File: src/rtl/mem_tester.sv
// Built-in memory tester: writes Seed^address to WordCount consecutive words,
// reads them back, counts mismatches and flags per-access timeouts.
module mem_tester #(
  parameter logic [31:0] BaseAddress   = 32'h0000_0000,
  parameter int          WordCount     = 16,
  parameter logic [31:0] Seed          = 32'h1234_5678,
  parameter int          TimeoutCycles = 1023
) (
  input  logic        clk,
  input  logic        rst_n,
  input  logic        start,
  output logic        done,
  output logic        pass,
  output logic        timeout,
  output logic [15:0] error_count,
  output logic [31:0] first_error_address,
  output logic        c_enable,
  output logic [3:0]  c_write_enable,
  output logic [31:0] c_address,
  output logic [31:0] c_data_in,
  input  logic [31:0] c_data_out,
  input  logic        c_data_out_ready,
  input  logic        c_busy
);

  typedef enum logic [2:0] {
    IDLE, WR_ISSUE, WR_WAIT, RD_ISSUE, RD_WAIT, DONE
  } state_t;

  localparam logic [15:0] LastIdx = 16'(WordCount - 1);
  localparam logic [31:0] TmoLast = 32'(TimeoutCycles - 1);

  state_t      state, state_nxt;
  logic [15:0] idx, idx_nxt;
  logic [31:0] tcnt, tcnt_nxt;
  logic        done_nxt, pass_nxt, timeout_nxt;
  logic [15:0] err_nxt;
  logic [31:0] first_nxt;
  logic        en_nxt;
  logic [3:0]  we_nxt;
  logic [31:0] addr_nxt, din_nxt;
  logic        acc_done;
  logic        mismatch;
  logic [15:0] err_upd;

  // State register
  always_ff @(posedge clk or negedge rst_n) begin
    if (!rst_n) state <= IDLE;
    else        state <= state_nxt;
  end

  // Next state, request registers and result bookkeeping
  always_comb begin
    state_nxt   = state;
    idx_nxt     = idx;
    tcnt_nxt    = tcnt;
    done_nxt    = done;
    pass_nxt    = pass;
    timeout_nxt = timeout;
    err_nxt     = error_count;
    first_nxt   = first_error_address;
    en_nxt      = c_enable;
    we_nxt      = c_write_enable;
    addr_nxt    = c_address;
    din_nxt     = c_data_in;
    acc_done    = 1'b0;
    mismatch    = 1'b0;
    err_upd     = error_count;

    case (state)
      IDLE, DONE: begin
        en_nxt = 1'b0;
        we_nxt = 4'b0000;
        if (start) begin
          idx_nxt     = '0;
          tcnt_nxt    = '0;
          err_nxt     = '0;
          first_nxt   = '0;
          done_nxt    = 1'b0;
          pass_nxt    = 1'b0;
          timeout_nxt = 1'b0;
          en_nxt      = 1'b1;
          we_nxt      = 4'b1111;
          addr_nxt    = BaseAddress;
          din_nxt     = Seed ^ BaseAddress;
          state_nxt   = WR_ISSUE;
        end
      end
      WR_ISSUE: if (!c_busy) state_nxt = WR_WAIT;
      WR_WAIT: begin
        // Request stays on the bus; the first non-busy cycle retires it.
        if (!c_busy) begin
          acc_done = 1'b1;
          tcnt_nxt = '0;
          if (idx != LastIdx) begin
            idx_nxt   = idx + 16'd1;
            addr_nxt  = c_address + 32'd4;
            din_nxt   = Seed ^ (c_address + 32'd4);
            state_nxt = WR_ISSUE;
          end else begin
            idx_nxt   = '0;
            addr_nxt  = BaseAddress;
            we_nxt    = 4'b0000;
            state_nxt = RD_ISSUE;
          end
        end
      end
      RD_ISSUE: if (!c_busy) state_nxt = RD_WAIT;
      RD_WAIT: begin
        if (c_data_out_ready && !c_busy) begin
          acc_done = 1'b1;
          tcnt_nxt = '0;
          mismatch = (c_data_out != (Seed ^ c_address));
          if (mismatch && error_count != 16'hFFFF) err_upd = error_count + 16'd1;
          if (mismatch && error_count == 16'd0) first_nxt = c_address;
          err_nxt = err_upd;
          if (idx != LastIdx) begin
            idx_nxt   = idx + 16'd1;
            addr_nxt  = c_address + 32'd4;
            state_nxt = RD_ISSUE;
          end else begin
            done_nxt  = 1'b1;
            pass_nxt  = (err_upd == 16'd0);
            en_nxt    = 1'b0;
            state_nxt = DONE;
          end
        end
      end
      default: state_nxt = IDLE;
    endcase

    // Per-access watchdog; a completing access on the last allowed cycle wins.
    if ((state == WR_ISSUE || state == WR_WAIT || state == RD_ISSUE ||
         state == RD_WAIT) && !acc_done) begin
      if (tcnt >= TmoLast) begin
        done_nxt    = 1'b1;
        timeout_nxt = 1'b1;
        pass_nxt    = 1'b0;
        en_nxt      = 1'b0;
        we_nxt      = 4'b0000;
        state_nxt   = DONE;
      end else begin
        tcnt_nxt = tcnt + 32'd1;
      end
    end
  end

  // Registered datapath and cache-facing outputs
  always_ff @(posedge clk or negedge rst_n) begin
    if (!rst_n) begin
      idx                 <= '0;
      tcnt                <= '0;
      done                <= 1'b0;
      pass                <= 1'b0;
      timeout             <= 1'b0;
      error_count         <= '0;
      first_error_address <= '0;
      c_enable            <= 1'b0;
      c_write_enable      <= 4'b0000;
      c_address           <= '0;
      c_data_in           <= '0;
    end else begin
      idx                 <= idx_nxt;
      tcnt                <= tcnt_nxt;
      done                <= done_nxt;
      pass                <= pass_nxt;
      timeout             <= timeout_nxt;
      error_count         <= err_nxt;
      first_error_address <= first_nxt;
      c_enable            <= en_nxt;
      c_write_enable      <= we_nxt;
      c_address           <= addr_nxt;
      c_data_in           <= din_nxt;
    end
  end

endmodule

File: config.mk
export PLATFORM = sky130hd
export DESIGN_NAME = mem_tester
export DESIGN_NICKNAME = d
export VERILOG_FILES = /design/src/rtl/mem_tester.sv
export SDC_FILE = /design/constraint.sdc
export NUM_CORES = 1
export LEC_CHECK = 0
export BUFFER_PORTS_ARGS = -buffer_cell sky130_fd_sc_hd__buf_2
export CAP_MARGIN = 15
export CORE_MARGIN = 3
export CORE_UTILIZATION = 46
export CTS_CLUSTER_DIAMETER = 200
export DETAILED_ROUTE_END_ITERATION = 7
export PLACE_DENSITY = 0.72
export SLEW_MARGIN = 0
export SYNTH_ARGS = -nofsm -noshare
export SYNTH_HDL_FRONTEND = slang
export SYNTH_SLANG_ARGS = --single-unit
File: constraint.sdc
create_clock -name clk -period 3.5 [get_ports clk]
set_input_delay 0.525 -clock clk [delete_from_list [all_inputs] [get_ports clk]]
set_output_delay 0.525 -clock clk [all_outputs]
set_load 0.01 [all_outputs]
After elaboration in Yosys (flattened, before gate mapping)
Index checks and enable logic that the tools add are counted.
{"block": "word_totals", "reg_bits": 171, "latch_bits": 0, "ramBits": 0, "mem_bits_ro": 0, "input_bits": 37, "output_inout_bits": 120, "wordCells": 124, "n_memories": 0}
{"block": "op_classes", "add_sub_neg": 4, "mul": 0, "div": 0, "n_lt_le_gt_ge": 1, "n_eq_ne": 14, "shift": 0, "muxes": 71, "bitwise": 2, "n_reduce_logical": 20}
{"cell": "$mux W32", "n": 15}
{"cell": "$pmux W32 S3", "n": 2}
{"cell": "$mux W16", "n": 9}
{"cell": "$pmux W32 S2", "n": 2}
{"cell": "$pmux W16 S3", "n": 1}
{"cell": "$add A16 B1 Y16 const B", "n": 2}
{"cell": "$add A32 B1 Y32 const B", "n": 1}
{"cell": "$add A32 B3 Y32 const B", "n": 1}
{"cell": "$ge A32 B10 Y1 const B", "n": 1}
{"cell": "$logic_not A16 Y1", "n": 2}
{"cell": "$ne A32 B32 Y1", "n": 1}
{"cell": "$pmux W16 S2", "n": 1}
{"cell": "$not A13 Y13", "n": 2}
{"cell": "$mux W3", "n": 8}
{"cell": "$mux W1", "n": 21}
{"cell": "$mux W4", "n": 5}
{"cell": "$ne A16 B16 Y1 const B", "n": 1}
{"cell": "$ne A16 B4 Y1 const B", "n": 1}
{"cell": "$pmux W3 S5", "n": 1}
{"cell": "$ne A2 B2 Y1 const B", "n": 6}
{"cell": "$pmux W1 S2", "n": 4}
{"cell": "$pmux W4 S2", "n": 1}
{"cell": "$reduce_and A4 Y1", "n": 2}
{"cell": "$eq A3 B2 Y1 const B", "n": 2}
{"cell": "other kinds (12)", "n": 20}

Longest topological paths before layout
{"block": "logic_depth", "ltp_word": 12, "depth_mapped": 11, "depth_no_buf": 10}

Least setup slack after synthesis
OpenSTA, ideal clock, no wires.
{"block": "synth_path", "path_type": "register -> register", "start": "register c_address[3]", "end": "register c_data_in[28]", "setup_time_ns": 0.121, "arrival_time_ns": 2.411, "slack_ns": 0.968, "path_stages_with_launch": 10, "path_buffers": 1, "synth_period_minus_slack_ns": 2.532, "cell_sequence": "dfrtp_1 ha_1 and3_1 and3_1 clkbuf_1 nand4_1 nor3_1 nand3_1 xor2_1 o22a_1"}
{"block": "synth_between", "elab_chain_cells": 5}
{"element": "start: declaration", "line": "19", "rtl": "output logic [31:0] c_address,"}
{"element": "start signal: assignment", "line": "172", "rtl": "c_address <= addr_nxt;"}
{"element": "$add A32 B3 Y32", "line": "98", "rtl": "din_nxt = Seed ^ (c_address + 32'd4);"}
{"element": "$not A13 Y13 (no source line)"}
{"element": "$mux W32", "line": "95", "rtl": "if (idx != LastIdx) begin"}
{"element": "$mux W32", "line": "92", "rtl": "if (!c_busy) begin"}
{"element": "$pmux W32 S2", "line": "70", "rtl": "case (state)"}
{"element": "end signal: assignment", "line": "173", "rtl": "c_data_in <= din_nxt;"}
{"element": "end: declaration", "line": "20", "rtl": "output logic [31:0] c_data_in,"}
Every way passes these cells. The select of a mux whose other input is x is not followed.
A chain may end at the register's enable or synchronous reset.

Final worst setup path
{"block": "layout_path", "start": "register c_address[2]", "end": "register c_address[28]"}
{"block": "layout_between", "elab_chain_cells": 4}
{"element": "$add A32 B3 Y32 (*)", "line": "97, 119"}
{"element": "$mux W32 (on tied branches)", "line": "117, 95"}
{"element": "$mux W32 (on tied branches)", "line": "110, 92"}
{"element": "$pmux W32 S3 (*)", "line": "70"}
Mark *: on every way between the ends. The rest lies on a longest branch, timed or not. The select of a mux whose other input is x is not followed.

==> results.md <==
- Cell taking the most area after synthesis: dfrtp_1
- Die height: between 100 and 150 µm
- Worst vdd ir: 0.4438 mV
- Synth top area cells: dfrtp_1 (50%), o21ai_0 (5.9%), nand2_1 (5.8%)
- Post-synth EDFFs: 0
- Worst slew margin: 35.35%
- Grt ovf: 0
- Min cycle time layout: 3.081 ns
- Post-layout util: 56.62%
- DP HPWL: roughly 16 mm
- Reg area: roughly 4200 µm²
- DIE WIDTH: 140.8 µm
- Post_cts resized: 0
- CP Capture Type: register
- Final hold vios: 0
- Syn Area/Cell: about 9.3 µm²
- Fill count: between 1.5k and 2k
- Pre-CTS WS: between 0.4 and 0.5 ns
- TritonCTS Sinks: 167
- # rows: 48
- Asr flop ratio synth: 100.0%
- Worst slew pin tran: 0.9633 ns
- Die Area: roughly 20000 µm²
- Clk Tree Root Cell: clkbuf_16
- Final net count: 1074
- Post-synth cell types: 56
- Post-Route WL: 22.64 mm
- Placed cell count: 1237
- # IOs: 157
- Inserted Clock Buffers: 17
- Initial antenna violation count: 1
- Crit path max fanout: 10
- Starting Density: 47.63%
- Vias in the first global route: 7057
- Max Fclk: 0.3246 GHz
- Setup crit start kind: register
- Vias per cell: ~5.7
- Ys Warns: 0
- Main synth FF type: dfrtp_1
- Max-cap violations: 0
- Critical path class: register to register
- Total number of vias: slightly above 7k
- Slew Limit Fails: 0
- Global-route wire length before repair: 37.04 mm
- Core box area: 17540 µm²
- Worst Setup Slack, final: between 0.4 and 0.5 ns
- Multi-input gate area: 3859 µm²
- Yosys reg bits: ~170
- Post-CTS Hold Fix Bufs: 0
- Yosys top cell area share: 50.03%
- Pre-antenna DRT Iters: 7
- DP Area: ~9400 µm²
- Final std cells w/o fill: 1270
- Initial drt markers: between 500 and 600
- Fin area: 9930 µm²
- Clock tree from TritonCTS: yes
- Outcome: completed
- Hold Path Class: primary input to async pin
- Worst-case clock buffer depth: 2
- CP Data Arrival Time: 3.36 ns
- Tot GR Track Use: 23.13%
- Worst-path clk slew: 0.06 ns
- Period utilization: 88.02%
- Sequential share of the synthesized area: about half
- Leakage power: between 0.004 and 0.005 µW
- Setup violators final: 0
- Pwr/cell area: 520.9 nW/µm²
- RSZ-0062 raised after global routing: false
- Routed Antenna Nets: 0
- Clk_skew: 0.01165 ns
- Largest net degree at the start of global routing: 61
- # Post-CTS Setup Buffers: 0
- TNS Setup: 0 ns
- Wirelength per Cell: roughly 18 µm
- DRC: 0
- Layout cells sized above 1: 21.17%
- Final GP Congestion: 0.8946
- H-tree level count: 4
- Buffers added on ports: ~150
- Data required, critical path: ~3.8 ns
- Cell count after synthesis: 896
- Synth Cell Area: 8353 µm²
- Layout area overhead: 18.87%
- Skew-Pair Late Insertion Delay: roughly 0.43 ns
## through the flow
stage          hold WS [ns]  power (µW)
6_report            0.04733        5173
5_1_grt             0.07525        5439
4_1_cts             0.05751        5188
3_5_place_dp         0.4608        3394
3_3_place_gp         0.4563        3374
2_1_floorplan        0.2294        2944
## critical path, stage by stage (launching register included)
cell	delay (ns)
dfrtp_1	0.57
ha_1	0.28
and3_1	0.22
and3_1	0.32
nand4_1	0.31
nor3_1	0.70
nand3_1	0.17
xor2_1	0.24
o21ai_0	0.12
## layout make-up
cell class                 instances  area share, %
antenna                            1        0.02520
clock buffer                      20          4.498
clock inverter                    12          1.197
inverter                           8         0.3024
multi-input combinational        655          38.86
sequential                       167          42.09
tap                              225          2.835
timing repair buffer             182          10.19
## kinds of logic after synthesis
| kind of cell | count (synthesis) | synth area share [%] |
|---|---|---|
| xor gates and xnor gates | 80 | 8.388 |
| muxes | 3 | 0.3595 |
| and+or+nand+nor | 353 | 20.49 |
| DFF | 167 | 50.03 |
| other | 1 | 0.04489 |
| AOI/OAI and AO/OA | 211 | 15.88 |
| adders and majority gates | 6 | 0.8987 |
| buffers and inverters | 75 | 3.910 |
## state kept, by name (all words and copies together), names as in the netlist
| register | cells |
|---|---|
| tcnt | 32 |
| c_data_in | 31 |
| idx | 16 |
| timeout | 1 |
| c_enable | 1 |
| pass | 1 |
| error_count | 16 |
| c_address | 30 |
| c_write_enable | 4 |
| done | 1 |
| state | 3 |
| first_error_address | 31 |
## Yosys cell counts (all sizes together) (23+ instances only)
master and number:
a21oi 27, and3 41, buf 23, clkbuf 44, dfrtp 167, nand2 130
nand3 39, nor2 58, o21ai 100, o31ai 23, xnor2 36, xor2 44
## layer usage
layer | track usage, % | wire length [µm]
met5 | 0 | 0
met4 | 8.261 | 573
met3 | 4.545 | 1519
met2 | 36.67 | 10580
met1 | 31.86 | 9967
## cell usage in the layout (no fill, tap or decap), types with 6 or more instances in the layout
cell type and n:
nor2b_1 12, nand2b_1 6, ha_1 6, nor4_1 13, inv_1 8, and3_1 41
nand3_1 39, o22a_1 6, a21o_1 11, o21ai_0 98, a31oi_1 6, buf_4 26
a22o_1 15, and4_1 6, nor2_1 58, xor2_1 44, o31ai_1 22, xnor2_1 36
and2_1 7, a21oi_1 27, clkbuf_16 17, nor3_1 11, dfrtp_1 167, nand4_1 15
nand2_1 130, buf_2 153, clkinvlp_4 6
## report_power, final
group	internal, µW	switching (µW)
Clock	1010	792
Sequential	2010	135
Combinational	372	854
Total	3390	1780
## final timing paths
path	start	end	slack [ns]	cells past startpoint
max	c_address[2]	c_address[28]	0.42	8
min reg2reg	timeout	timeout	0.47	1
max reg2reg	c_address[2]	c_address[28]	0.42	8
max in group asynchronous	rst_n	tcnt[14]	2.63	2
min	rst_n	tcnt[24]	0.05	1
min in group clk	timeout	timeout	0.47	1
(Power assumes the default switching activity.)
